### config.mk
export PLATFORM = sky130hd
export DESIGN_NAME = k2_fetch_unit
export DESIGN_NICKNAME = d
export VERILOG_FILES = /design/src/rtl/k2_pkg.sv /design/src/rtl/k2_sat_counter.sv /design/src/rtl/k2_fetch_unit.sv
export SDC_FILE = /design/constraint.sdc
export NUM_CORES = 1
export LEC_CHECK = 0
export ABC_AREA = 1
export ABC_CLOCK_PERIOD_IN_PS = 1200
export CAP_MARGIN = 5
export CORE_MARGIN = 2
export CORE_UTILIZATION = 30
export CTS_BUF_LIST = sky130_fd_sc_hd__clkbuf_8
export CTS_CLUSTER_DIAMETER = 50
export DETAILED_ROUTE_END_ITERATION = 8
export PLACE_DENSITY = 0.63
export SYNTH_ARGS = -nofsm -noshare
export SYNTH_HDL_FRONTEND = slang
export SYNTH_SLANG_ARGS = --single-unit
### constraint.sdc
create_clock -name clk -period 1.2 [get_ports clk]
set_input_delay 0.18 -clock clk [delete_from_list [all_inputs] [get_ports clk]]
set_output_delay 0.18 -clock clk [all_outputs]
set_load 0.02 [all_outputs]
### src/rtl/k2_pkg.sv
// k2_pkg: shared widths, types and fetch FSM states for the K2 fetch stage.
// Contents: PC_W/INSTR_W widths, pc_t/instr_t word types, fetch_state_t enum.
package k2_pkg;
    localparam int PC_W    = 4;
    localparam int INSTR_W = 8;
    typedef logic [PC_W-1:0]    pc_t;
    typedef logic [INSTR_W-1:0] instr_t;
    typedef enum logic [1:0] {ISSUE, CAPTURE, VALID, HALT} fetch_state_t;
endpackage

### src/rtl/k2_sat_counter.sv
// k2_sat_counter: saturating up-counter with synchronous clear.
// Ports: clk, clr (sync clear, wins over inc), inc (count enable), cnt (value, sticks at all-ones).
module k2_sat_counter #(
    parameter int WIDTH = 8
) (
    input  logic             clk,
    input  logic             clr,
    input  logic             inc,
    output logic [WIDTH-1:0] cnt
);
    always_ff @(posedge clk) begin
        if (clr) cnt <= '0;
        else if (inc && cnt != '1) cnt <= cnt + 1'b1;
    end
endmodule

### src/rtl/k2_fetch_unit.sv
// k2_fetch_unit: K2 instruction-fetch stage (PC, imem address, instruction register, valid/ready).
// Ports: clk; reset (sync, active-low); imem_addr/imem_data (1-cycle-latency memory);
//        instr/instr_pc/instr_valid/instr_ready (decoder handshake);
//        redir_valid/redir_target (branch redirect); halt_req/halted.
// Build option K2_FETCH_PERF_EN adds fetch_cnt (handshakes) and stall_cnt (stalled VALID cycles).
module k2_fetch_unit
    import k2_pkg::*;
#(
    parameter pc_t RESET_PC = '0
) (
    input  logic   clk,
    input  logic   reset,
    output pc_t    imem_addr,
    input  instr_t imem_data,
    output instr_t instr,
    output pc_t    instr_pc,
    output logic   instr_valid,
    input  logic   instr_ready,
    input  logic   redir_valid,
    input  pc_t    redir_target,
    input  logic   halt_req,
    output logic   halted
`ifdef K2_FETCH_PERF_EN
    ,
    output logic [7:0] fetch_cnt,
    output logic [7:0] stall_cnt
`endif
);
    fetch_state_t state, state_n;
    pc_t pc;

    always_ff @(posedge clk) begin
        if (!reset) state <= ISSUE;
        else state <= state_n;
    end

    // In VALID instr_valid is always 1, so instr_ready alone marks a handshake.
    // Halt beats redirect at a handshake; redirect beats plain acceptance.
    always_comb begin
        state_n = state;
        case (state)
            ISSUE:   state_n = redir_valid ? ISSUE : CAPTURE;
            CAPTURE: state_n = redir_valid ? ISSUE : VALID;
            VALID:   state_n = (instr_ready && halt_req) ? HALT :
                               (instr_ready || redir_valid) ? ISSUE : VALID;
            HALT:    state_n = HALT;
            default: state_n = ISSUE;
        endcase
    end

    // A redirect in CAPTURE drops the in-flight word; PC still takes the target
    // even when the same cycle's handshake sends us to HALT.
    always_ff @(posedge clk) begin
        if (!reset) begin
            pc          <= RESET_PC;
            instr       <= '0;
            instr_pc    <= '0;
            instr_valid <= 1'b0;
        end else begin
            if (state != HALT && redir_valid) pc <= redir_target;
            else if (state == CAPTURE) pc <= pc + 1'b1;
            if (state == CAPTURE && !redir_valid) begin
                instr    <= imem_data;
                instr_pc <= pc;
            end
            instr_valid <= state_n == VALID;
        end
    end

    always_comb begin
        imem_addr = pc;
        halted    = state == HALT;
    end

`ifdef K2_FETCH_PERF_EN
    k2_sat_counter #(.WIDTH(8)) u_fetch_cnt (
        .clk (clk),
        .clr (!reset),
        .inc (state == VALID && instr_ready),
        .cnt (fetch_cnt)
    );
    k2_sat_counter #(.WIDTH(8)) u_stall_cnt (
        .clk (clk),
        .clr (!reset),
        .inc (state == VALID && !instr_ready),
        .cnt (stall_cnt)
    );
`endif
endmodule
* Word level (Yosys, flattened, before mapping)
Cells that the tools add are included.
** Operators by class
- Bitwise logic cells :: 0
- $mul :: 0
- Shift operators :: 0
- Divide/modulo/power cells :: 0
- Order comparisons :: 0
- Reductions and logical operators :: 7
- Equality and inequality tests :: 5
- $add $sub $neg :: 1
- Multiplexer cells :: 7
** Operators with widths (number)
- 4-bit two-way mux :: 2
- 2-bit case mux with 4 select lines :: 1
- 2-bit == test (second input constant) :: 3
- 2-bit two-way mux :: 3
- 4-bit by 1-bit adder with 4-bit output (second input constant) :: 1
- 1-bit logical AND :: 3
- 2-bit by 1-bit == test with 1-bit output (second input constant) :: 1
- 2-bit zero test :: 1
- 2-bit inequality test (second input constant) :: 1
- 2-bit nonzero test :: 1
- 1-bit zero test :: 1
- 1-bit logical OR :: 1
- 1-bit two-way mux :: 1
** Storage, ports and cells
- Output and inout port bits :: 18
- Input port bits :: 17
- Bits in read-only memories :: 0
- Bits in writable memories :: 0
- Bits in latches :: 0
- Word-level logic and storage cells :: 25
- Memories :: 0
- Register bits after elaboration :: 19

* Depth between registers and ports, before layout
Gate-level depths: netlist of run 1.
- Depth after elaboration :: 5
- Mapped depth :: 7
- Gate-level depth less buffers :: 7

* Worst setup path before layout of run 1
No wires, ideal clock.
- Path kind :: register to register
- Start point :: register pc[0], in the netlist imem_addr[0]
- End point :: register pc[2], in the netlist imem_addr[2]
- Library setup time :: 0.110 ns
- Stages on the path, launching flop included :: 7
- Arrival time :: 1.111 ns
- Setup slack :: -0.021 ns
- Path buffers :: 0
- Period minus slack after synthesis :: 1.221 ns
- Required time :: 1.090 ns
- Path through :: dfxtp_1 -> ha_1 -> or2_2 -> nand3_1 -> nand3_1 -> nand3_1 -> inv_1
** On the way
- Cells in the longest elaborated chain, start to end :: 3
** Ends and longest elaborated chain
- start, declared :: RTL line k2_fetch_unit.sv:30 : pc_t pc;
- start signal, assigned :: RTL line k2_fetch_unit.sv:60 : if (state != HALT && redir_valid) pc <= redir_target;
- start signal, assigned :: RTL line k2_fetch_unit.sv:61 : else if (state == CAPTURE) pc <= pc + 1'b1;
- 4-bit by 1-bit adder with 4-bit output :: RTL line k2_fetch_unit.sv:61
- 4-bit two-way mux :: RTL line k2_fetch_unit.sv:61
- 4-bit two-way mux :: RTL line k2_fetch_unit.sv:60
Every way passes these cells. The select of a mux whose other input is x is not followed.
A chain may end at the register's enable or synchronous reset.

* Worst setup path after layout of run 1
- Start point :: register pc[1], in the netlist imem_addr[1]
- End point :: output imem_addr[1]
** RTL lines
- end, declared :: RTL line k2_fetch_unit.sv:13 : output pc_t imem_addr,
No word-level cell between the ends.

==> results.yml, run 1 <==
clock_tree:
  cts_hold_buf: 0
  clk_root_buffer_cell: "clkbuf_8"
  clk_pin_slew_ns: 0.08
  cts_inserted_buffers: 3
  clk_latency_ns: 0.26
  htreeDepth: 1
  cts_tree: "built"
  cts.sinks: 19
  ctsLongestPathBuffers: 2
logic_synthesis:
  synthAdderAreaFrac_pct: 1.563
  syn_inst: 106
  syn-num-nets: 124
  ys_warn_count: 0
  synth_top_family_by_area: "simple AND/OR/NAND/NOR gates"
  synthTopCellsByArea: "dfxtp_1 (48%), nor2_1 (11%), o21ai_0 (9.4%)"
  synth.distinct_cells: 22
  synth_compound_gate_area_share_pct: 13.44
  synth_area_um2: 800.8
  synth_xor_area_share_pct: 1.094
  yosys.area.top_type_share_pct: 47.50
  yosysSeqAreaShare_pct: 47.50
  synthSimpleGateAreaFrac_pct: 28.91
  ys_ff_latch: 19
  synth_area_leader_cell: "dfxtp_1"
  synth_mux_area_share_pct: 0
  synth_area_per_cell_um2: 7.554
detailed_routing:
  wirelength_um: 2060
  wl_per_cell_um: 10.90
  drt_iter0_drc: 9
  routed_via_density: 4.561
  num_vias: 862
  drcViolationCount: 0
  drt_pass1_iterations: 4
  antenna_left: 0
global_routing:
  grt_use_total_pct: 14.41
  overflow: 0
  grt_pass1_wl_um: 3574
  grt_pass1_vias: 830
  antenna_found_initial: 0
  grt_max_degree: 13
layout:
  final_common_cell: "dlygate4sd2_1"
  layout_common_cells: "dlygate4sd2_1 (17), dfxtp_1 (16), clkdlybuf4s50_1 (16), buf_4 (16), o21ai_0 (15)"
  fillers: 244
  area_growth_pct: 71.72
  instances_no_fill: 189
  nets: 178
  drive_gt1_share_pct: 27.67
  n_antenna_cell: 0
setup_path:
  path_cells: "dlygate4sd2_1"
  worstPathArrival_ns: 0.96
  crit_fanout: 3
  startpoint_type: "flip-flop"
  slowest_stage: "dfxtp_1"
  cp-end-kind: "output port"
  cp_top_family: "flip-flops"
  crit_type: "reg -> out"
  worstPathRequired_ns: 1.02
  path_buf_inv: 1
  critPathMaxStageDelay_ns: 0.36
status:
  outcome: "complete, no violations"
timing:
  fin_crit_ns: 1.143
  slew_violations: 0
  worst_pin_slew_ns: 0.2496
  relSlewSlack_pct: 83.22
  max_freq_ghz: 0.8748
  finalHoldViolCount: 0
  grt_setup_unrepaired: "true"
  finalCritPeriodShare_pct: 95.25
  fin_skew_ns: 0.002118
  postLayoutSetupSlackWorst_ns: 0.05694
  setup_violations: 0
flow_run:
  maxCapViolCount: 0
placement:
  hpwl_um: 1684
  pre_cts_ws_ns: -0.1621
  io_buffers: 34
  finalWeightedCongestion: 0.7376
  dp_cells: 184
die:
  dieHeight_um: 55.67
  io_pins: 35
  start_util_pct: 32.03
  die_area_mm2: 0.003099
  die_w_um: 55.67
  core-area_mm2: 0.002500
  fp-row-count: 18
power_and_ir_drop:
  internal_power_mw: 1.091
  power_frac_comb_pct: 24.1
  power_leakage_nw: 0.6866
  max-vdd-ir-drop_mv: 0.9079
  power_frac_clock_pct: 30.1
  seqPwrFrac_pct: 45.8
  powerDensity_mw_per_mm2: 1108
  power.net_switching_uw: 433.2
  switching_share_pct: 28.43
worst_hold_path:
  hp-class: "in -> reg"
==> sequential cells by signal, indices dropped and copies added, names as in the netlist <==
| name | flops |
|---|---|
| instr | 8 |
| state | 2 |
| instr_pc | 4 |
| instr_valid | 1 |
| imem_addr | 4 |
==> stage by stage <==
step	power [mW]	TNS [ns]	util, %	hold WS [ns]	area [um2]
floorplan	0.8735	0	-	0.3037	802.0
global route	1.616	-0.01415	55.01	0.5165	1375
detailed placement	1.087	-2.394	51.55	0.5041	1289
CTS	1.528	0	52.65	0.4970	1316
global placement	1.080	-2.473	51.55	0.4896	1289
finish	1.524	0	55.01	0.5135	1375
==> layer usage <==
layer | global-route usage [%] | part of all wire [%] | up-vias
met5 | 0 | 0 | -
met4 | 2.091 | 0 | 0
met3 | 5.349 | 6.4 | 0
met2 | 27.55 | 52 | 27
met1 | 15.14 | 42 | 388
li1 | - | - | 447
==> synth_stat cells <==
cell and instances:
inv_2 2, nor3_1 1, nand4_1 1, nand2_4 1
inv_1 9, xor2_1 1, nor2_4 1, o31ai_1 1
nand2_2 3, clkbuf_1 1, o21ai_1 1, and2_1 1
ha_1 1, a21oi_1 4, or2_2 1, buf_4 2
o21ai_0 15, nand2_1 9, dfxtp_1 19, or2_1 1
nand3_1 8, nor2_1 23
==> path summary, 6_finish.rpt <==
| check | start | to | slack (ns) | cells past startpoint |
|---|---|---|---|---|
| setup / recovery | imem_addr[1]$_SDFFE_PN0P_ | imem_addr[1] | 0.06 | 1 |
| hold / removal | imem_data[1] | instr[1]$_SDFFE_PN0N_ | 0.51 | 3 |
| setup reg to reg | state[1]$_SDFF_PN0_ | instr_pc[2]$_SDFFE_PN0N_ | 0.06 | 8 |
| hold reg to reg | instr[2]$_SDFFE_PN0N_ | instr[2]$_SDFFE_PN0N_ | 0.52 | 2 |
==> timing repair <==
item,4_1_cts,5_1_grt
pin swaps,0,1
setup endpoints to repair,18,16
setup buffers,0,1
cloned,0,0
resized for setup,19,20
==> area by class of cell <==
cell class | instances | area, um2 | area share (%)
clock buffer | 3 | 41.29 | 3.003
clock inverter | 1 | 7.507 | 0.5460
multi-input combinational | 73 | 400.4 | 29.12
timing repair buffer | 52 | 460.4 | 33.48
tap | 30 | 37.54 | 2.730
sequential | 19 | 384.1 | 27.93
inverter | 11 | 43.79 | 3.185
==> power groups by stage <==
stage | logic, mW | registers (mW) | clock network (mW)
final | 0.367 | 0.698 | 0.459
after global routing | 0.401 | 0.704 | 0.511
after CTS | 0.350 | 0.698 | 0.480
after detailed placement | 0.374 | 0.713 | 0
after global placement | 0.367 | 0.712 | 0
after floorplan | 0.108 | 0.765 | 0
==> worst register-to-register path, cell delays in order, from the launching register on <==
cell and delay, ns:
dfxtp_2 0.33, buf_6 0.12, inv_4 0.05, nand2_4 0.06
nor2_4 0.13, inv_2 0.07, buf_4 0.14, nor2_1 0.09
nor2_1 0.05
==> cell families after synthesis <==
logic type      Yosys count
fa+ha+maj                 1
flops                    19
buf+inv                  14
compound gates           21
simple gates             50
xor+xnor                  1
(Power assumes the default switching activity.)
==> inputs of run 2 (changes only) <==
--- a/config.mk
+++ b/config.mk
@@ -8,3 +8,3 @@
 export ABC_AREA = 1
-export ABC_CLOCK_PERIOD_IN_PS = 1200
+export ABC_CLOCK_PERIOD_IN_PS = 1400
 export CAP_MARGIN = 5
@@ -15,3 +15,3 @@
 export DETAILED_ROUTE_END_ITERATION = 8
-export PLACE_DENSITY = 0.63
+export PLACE_DENSITY = 0.6
 export SYNTH_ARGS = -nofsm -noshare
==> constraint.sdc (replaced) <==
create_clock -name clk -period 1.4 [get_ports clk]
set_input_delay 0.21 -clock clk [delete_from_list [all_inputs] [get_ports clk]]
set_output_delay 0.21 -clock clk [all_outputs]
set_load 0.005 [all_outputs]
==> results.yml, run 2 (synthesized netlist as in run 1, its figures left out) <==
detailed_routing:
  num_vias: 811
  wirelength_um: 1992
  antenna_left: 0
  drt_pass1_iterations: 4
  drcViolationCount: 0
  wl_per_cell_um: 11.07
  drt_iter0_drc: 11
  routed_via_density: 4.506
global_routing:
  grt_pass1_vias: 835
  grt_use_total_pct: 13.95
  grt_pass1_wl_um: 3532
  grt_max_degree: 19
  overflow: 0
  antenna_found_initial: 0
timing:
  grt_setup_unrepaired: "false"
  fin_tns_setup_ns: 0
  worst_pin_slew_ns: 0.2856
  setup_violations: 0
  finalCritPeriodShare_pct: 96.91
  hold_slack_ns: 0.5136
  fin_crit_ns: 1.357
  slew_violations: 0
  postLayoutSetupSlackWorst_ns: 0.04333
  finalHoldViolCount: 0
  fin_skew_ns: 0.003293
  relSlewSlack_pct: 80.80
  max_freq_ghz: 0.7371
status:
  outcome: "complete, no violations"
clock_tree:
  ctsLongestPathBuffers: 2
  cts_tree: "built"
  cts_inserted_buffers: 3
  htreeDepth: 1
  clk_root_buffer_cell: "clkbuf_8"
  cts.sinks: 19
  cts_hold_buf: 0
  clk_latency_ns: 0.25
  clk_pin_slew_ns: 0.07
layout:
  nets: 169
  area_growth_pct: 62.66
  final_common_cell: "clkdlybuf4s50_1"
  largest_reg_flops: 8
  drive_gt1_share_pct: 16.67
  top_register: "instr"
  instances_no_fill: 180
  n_antenna_cell: 0
  layout_common_cells: "clkdlybuf4s50_1 (33), nor2_1 (23), o21ai_0 (15), dfxtp_1 (14), inv_1 (10)"
setup_path:
  crit_fanout: 4
  cp_top_family: "buffers and inverters"
  crit_type: "reg -> out"
  path_cells: "clkdlybuf4s50_1"
  r2r-start: "state[1]$_SDFF_PN0_"
  worstPathArrival_ns: 1.15
  startpoint_type: "flip-flop"
  cp.depth: 1
  reg2reg_depth: 8
  crit_start: "imem_addr[3]$_SDFFE_PN0P_"
  critPathMaxStageDelay_ns: 0.52
  worstPathRequired_ns: 1.19
  slowest_stage: "clkdlybuf4s50_1"
  path_buf_inv: 1
  cp-end-kind: "output port"
die:
  die_area_mm2: 0.003099
  start_util_pct: 32.03
  dieHeight_um: 55.67
  io_pins: 35
  die_w_um: 55.67
  fp-row-count: 18
  core-area_mm2: 0.002500
placement:
  io_buffers: 34
  hpwl_um: 1442
  finalWeightedCongestion: 0.7900
  pre_cts_ws_ns: -0.0008726
  dp_cells: 174
power_and_ir_drop:
  power_frac_comb_pct: 20.6
  power_frac_clock_pct: 30.1
  power.net_switching_uw: 307.1
  max-vdd-ir-drop_mv: 0.5442
  powerDensity_mw_per_mm2: 946.4
  finalPower_mw: 1.233
  internal_power_uw: 925.6
  switching_share_pct: 24.91
  seqPwrFrac_pct: 49.3
  power_leakage_nw: 0.6010
worst_hold_path:
  min_path_cells: 2
  min_from: "instr_pc[1]$_SDFFE_PN0N_"
  hp-class: "reg -> reg"
flow_run:
  maxCapViolCount: 0
run 2: final timing paths:
path                         endpoint  slack (ns)
max                      imem_addr[3]        0.04
min          instr_pc[1]$_SDFFE_PN0N_        0.51
max reg2reg     instr[5]$_SDFFE_PN0N_        0.16
min reg2reg  instr_pc[1]$_SDFFE_PN0N_        0.51
run 2: power by group through the flow:
stage | Sequential (mW) | Clock (mW) | Combinational (mW)
global placement | 0.620 | 0 | 0.244
floorplan | 0.618 | 0 | 0.0925
CTS | 0.608 | 0.381 | 0.256
detailed placement | 0.620 | 0 | 0.246
finish | 0.607 | 0.372 | 0.254
global route | 0.612 | 0.406 | 0.284
run 2: layout make-up:
class | count | area [um2]
repair buffers | 43 | 419.2
multi-input cells | 73 | 365.4
inverters | 11 | 41.29
well taps | 30 | 37.54
fillers | 237 | 1197
flip-flops and latches | 19 | 394.1
clock inverters | 1 | 3.754
clock buffers | 3 | 41.29
run 2: repair_timing:
item                                    CTS  global route
endpoints found under the hold margin     0             0
buffers inserted                          2             0
endpoints found under the setup margin    3             2
gates resized for setup                   8             2
cloned                                    0             0
run 2: routing by layer:
| layer | wire length [um] | part of all wire [%] | GRT usage, % |
|---|---|---|---|
| met1 | 898 | 45 | 16.64 |
| met2 | 972 | 49 | 24.49 |
| met3 | 121 | 6.1 | 3.488 |
| met4 | 0 | 0 | 4.181 |
| met5 | 0 | 0 | 0 |
run 2: stage by stage:
stage / instance area [um2] / util, %
after global placement: 1225 / 49.00
after global routing: 1303 / 52.10
final: 1303 / 52.10
after CTS: 1299 / 51.95
after detailed placement: 1225 / 49.00
after floorplan: 800.8 / -
==> inputs of run 3 (changes only) <==
TNS_END_PERCENT = 50   (was unset)
==> results.yml, run 3 (synthesized netlist as in run 1, its figures left out) <==
status:
  outcome: "complete, no violations"
die:
  core-area_mm2: 0.002500
  dieHeight_um: 55.67
  fp-row-count: 18
  io_pins: 35
  die_w_um: 55.67
  start_util_pct: 32.03
  die_area_mm2: 0.003099
timing:
  fin_tns_setup_ns: 0
  worst_pin_slew_ns: 0.2856
  finalCritPeriodShare_pct: 96.91
  max_freq_ghz: 0.7371
  hold_slack_ns: 0.5136
  relSlewSlack_pct: 80.80
  grt_setup_unrepaired: "false"
  setup_violations: 0
  fin_crit_ns: 1.357
  finalHoldViolCount: 0
  slew_violations: 0
  fin_skew_ns: 0.003293
detailed_routing:
  highest-signal-layer: "met3"
  drt_pass1_iterations: 4
  met2RoutedLength_um: 973
  wirelength_um: 1994
  routed_via_density: 4.506
  wl_per_cell_um: 11.08
  antenna_left: 0
  wl_met1_um: 898
  dr_wl_met3_um: 122
  drt_iter0_drc: 11
  drcViolationCount: 0
  num_vias: 811
global_routing:
  overflow: 0
  antenna_found_initial: 0
  grt_use_total_pct: 13.95
  grt_max_degree: 19
  grt_pass1_wl_um: 3532
  grt_pass1_vias: 835
layout:
  nets: 169
  area_growth_pct: 63.12
  largest_reg_flops: 8
  fin_util_pct: 52.25
  top_register: "instr"
  final_common_cell: "clkdlybuf4s50_1"
  instances_no_fill: 180
  layout_common_cells: "clkdlybuf4s50_1 (33), nor2_1 (23), o21ai_0 (15), dfxtp_1 (14), inv_1 (10)"
  n_antenna_cell: 0
  drive_gt1_share_pct: 16.67
power_and_ir_drop:
  power_leakage_nw: 0.6147
  powerDensity_mw_per_mm2: 943.8
  max-vdd-ir-drop_mv: 0.5442
clock_tree:
  ctsLongestPathBuffers: 2
  cts_inserted_buffers: 3
  clk_root_buffer_cell: "clkbuf_8"
  htreeDepth: 1
  clk_latency_ns: 0.25
  clk_pin_slew_ns: 0.07
  cts_tree: "built"
  cts_hold_buf: 0
  cts.sinks: 19
setup_path:
  startpoint_type: "flip-flop"
  crit_fanout: 4
  cp-end-kind: "output port"
  cp_top_family: "buffers and inverters"
  crit_type: "reg -> out"
  worstPathArrival_ns: 1.15
  worstPathRequired_ns: 1.19
  slowest_stage: "clkdlybuf4s50_1"
  path_buf_inv: 1
  path_cells: "clkdlybuf4s50_1"
  critPathMaxStageDelay_ns: 0.52
placement:
  dp_cells: 174
  io_buffers: 34
  hpwl_um: 1442
  finalWeightedCongestion: 0.7900
worst_hold_path:
  hp-class: "reg -> reg"
flow_run:
  maxCapViolCount: 0
[run 3: changes by cell type in the layout (fill, tap and decap cells not counted)]
cell	previous run	this run
dlymetal6s2s_1	0	1
dlygate4sd2_1	1	0
[run 3: through the flow]
step | total power [mW] | area (um2) | worst slack (ns)
finish | 1.233 | 1306 | 0.04333
global route | 1.303 | 1306 | 0.001424
CTS | 1.246 | 1300 | -0.02915
detailed placement | 0.8659 | 1225 | -0.0008726
global placement | 0.8637 | 1225 | 0.01127
floorplan | 0.7109 | 800.8 | 0.2602
[run 3: path summary, 6_finish.rpt]
path	from	slack, ns	to	cells past startpoint
worst max-delay path	imem_addr[3]$_SDFFE_PN0P_	0.04	imem_addr[3]	1
worst min-delay path	instr_pc[1]$_SDFFE_PN0N_	0.51	instr_pc[1]$_SDFFE_PN0N_	2
worst max register to register	state[1]$_SDFF_PN0_	0.16	instr[5]$_SDFFE_PN0N_	8
worst min register to register	instr_pc[1]$_SDFFE_PN0N_	0.51	instr_pc[1]$_SDFFE_PN0N_	2
[run 3: area by class of cell]
class	count	area, um2
flip-flops and latches	19	394.1
clock buffers	3	41.29
clock inverters	1	3.754
fillers	235	1194
multi-input cells	73	365.4
well taps	30	37.54
inverters	11	41.29
repair buffers	43	422.9
[run 3: power by group]
part / total, mW / internal [mW] / switching (mW)
clock network: 0.372 / 0.195 / 0.177
logic: 0.254 / 0.154 / 0.100
registers: 0.607 / 0.577 / 0.0300
[run 3: per-layer routing]
metal	vias to the layer above	global-route usage, %
met2	21	24.49
met3	0	3.488
li1	431	-
met5	-	0
met1	359	16.64
met4	0	4.181
[run 3: what timing repair did]
item	in CTS	in global routing
setup endpoints to repair	3	3
setup buffers	2	0
gates resized for setup	7	3
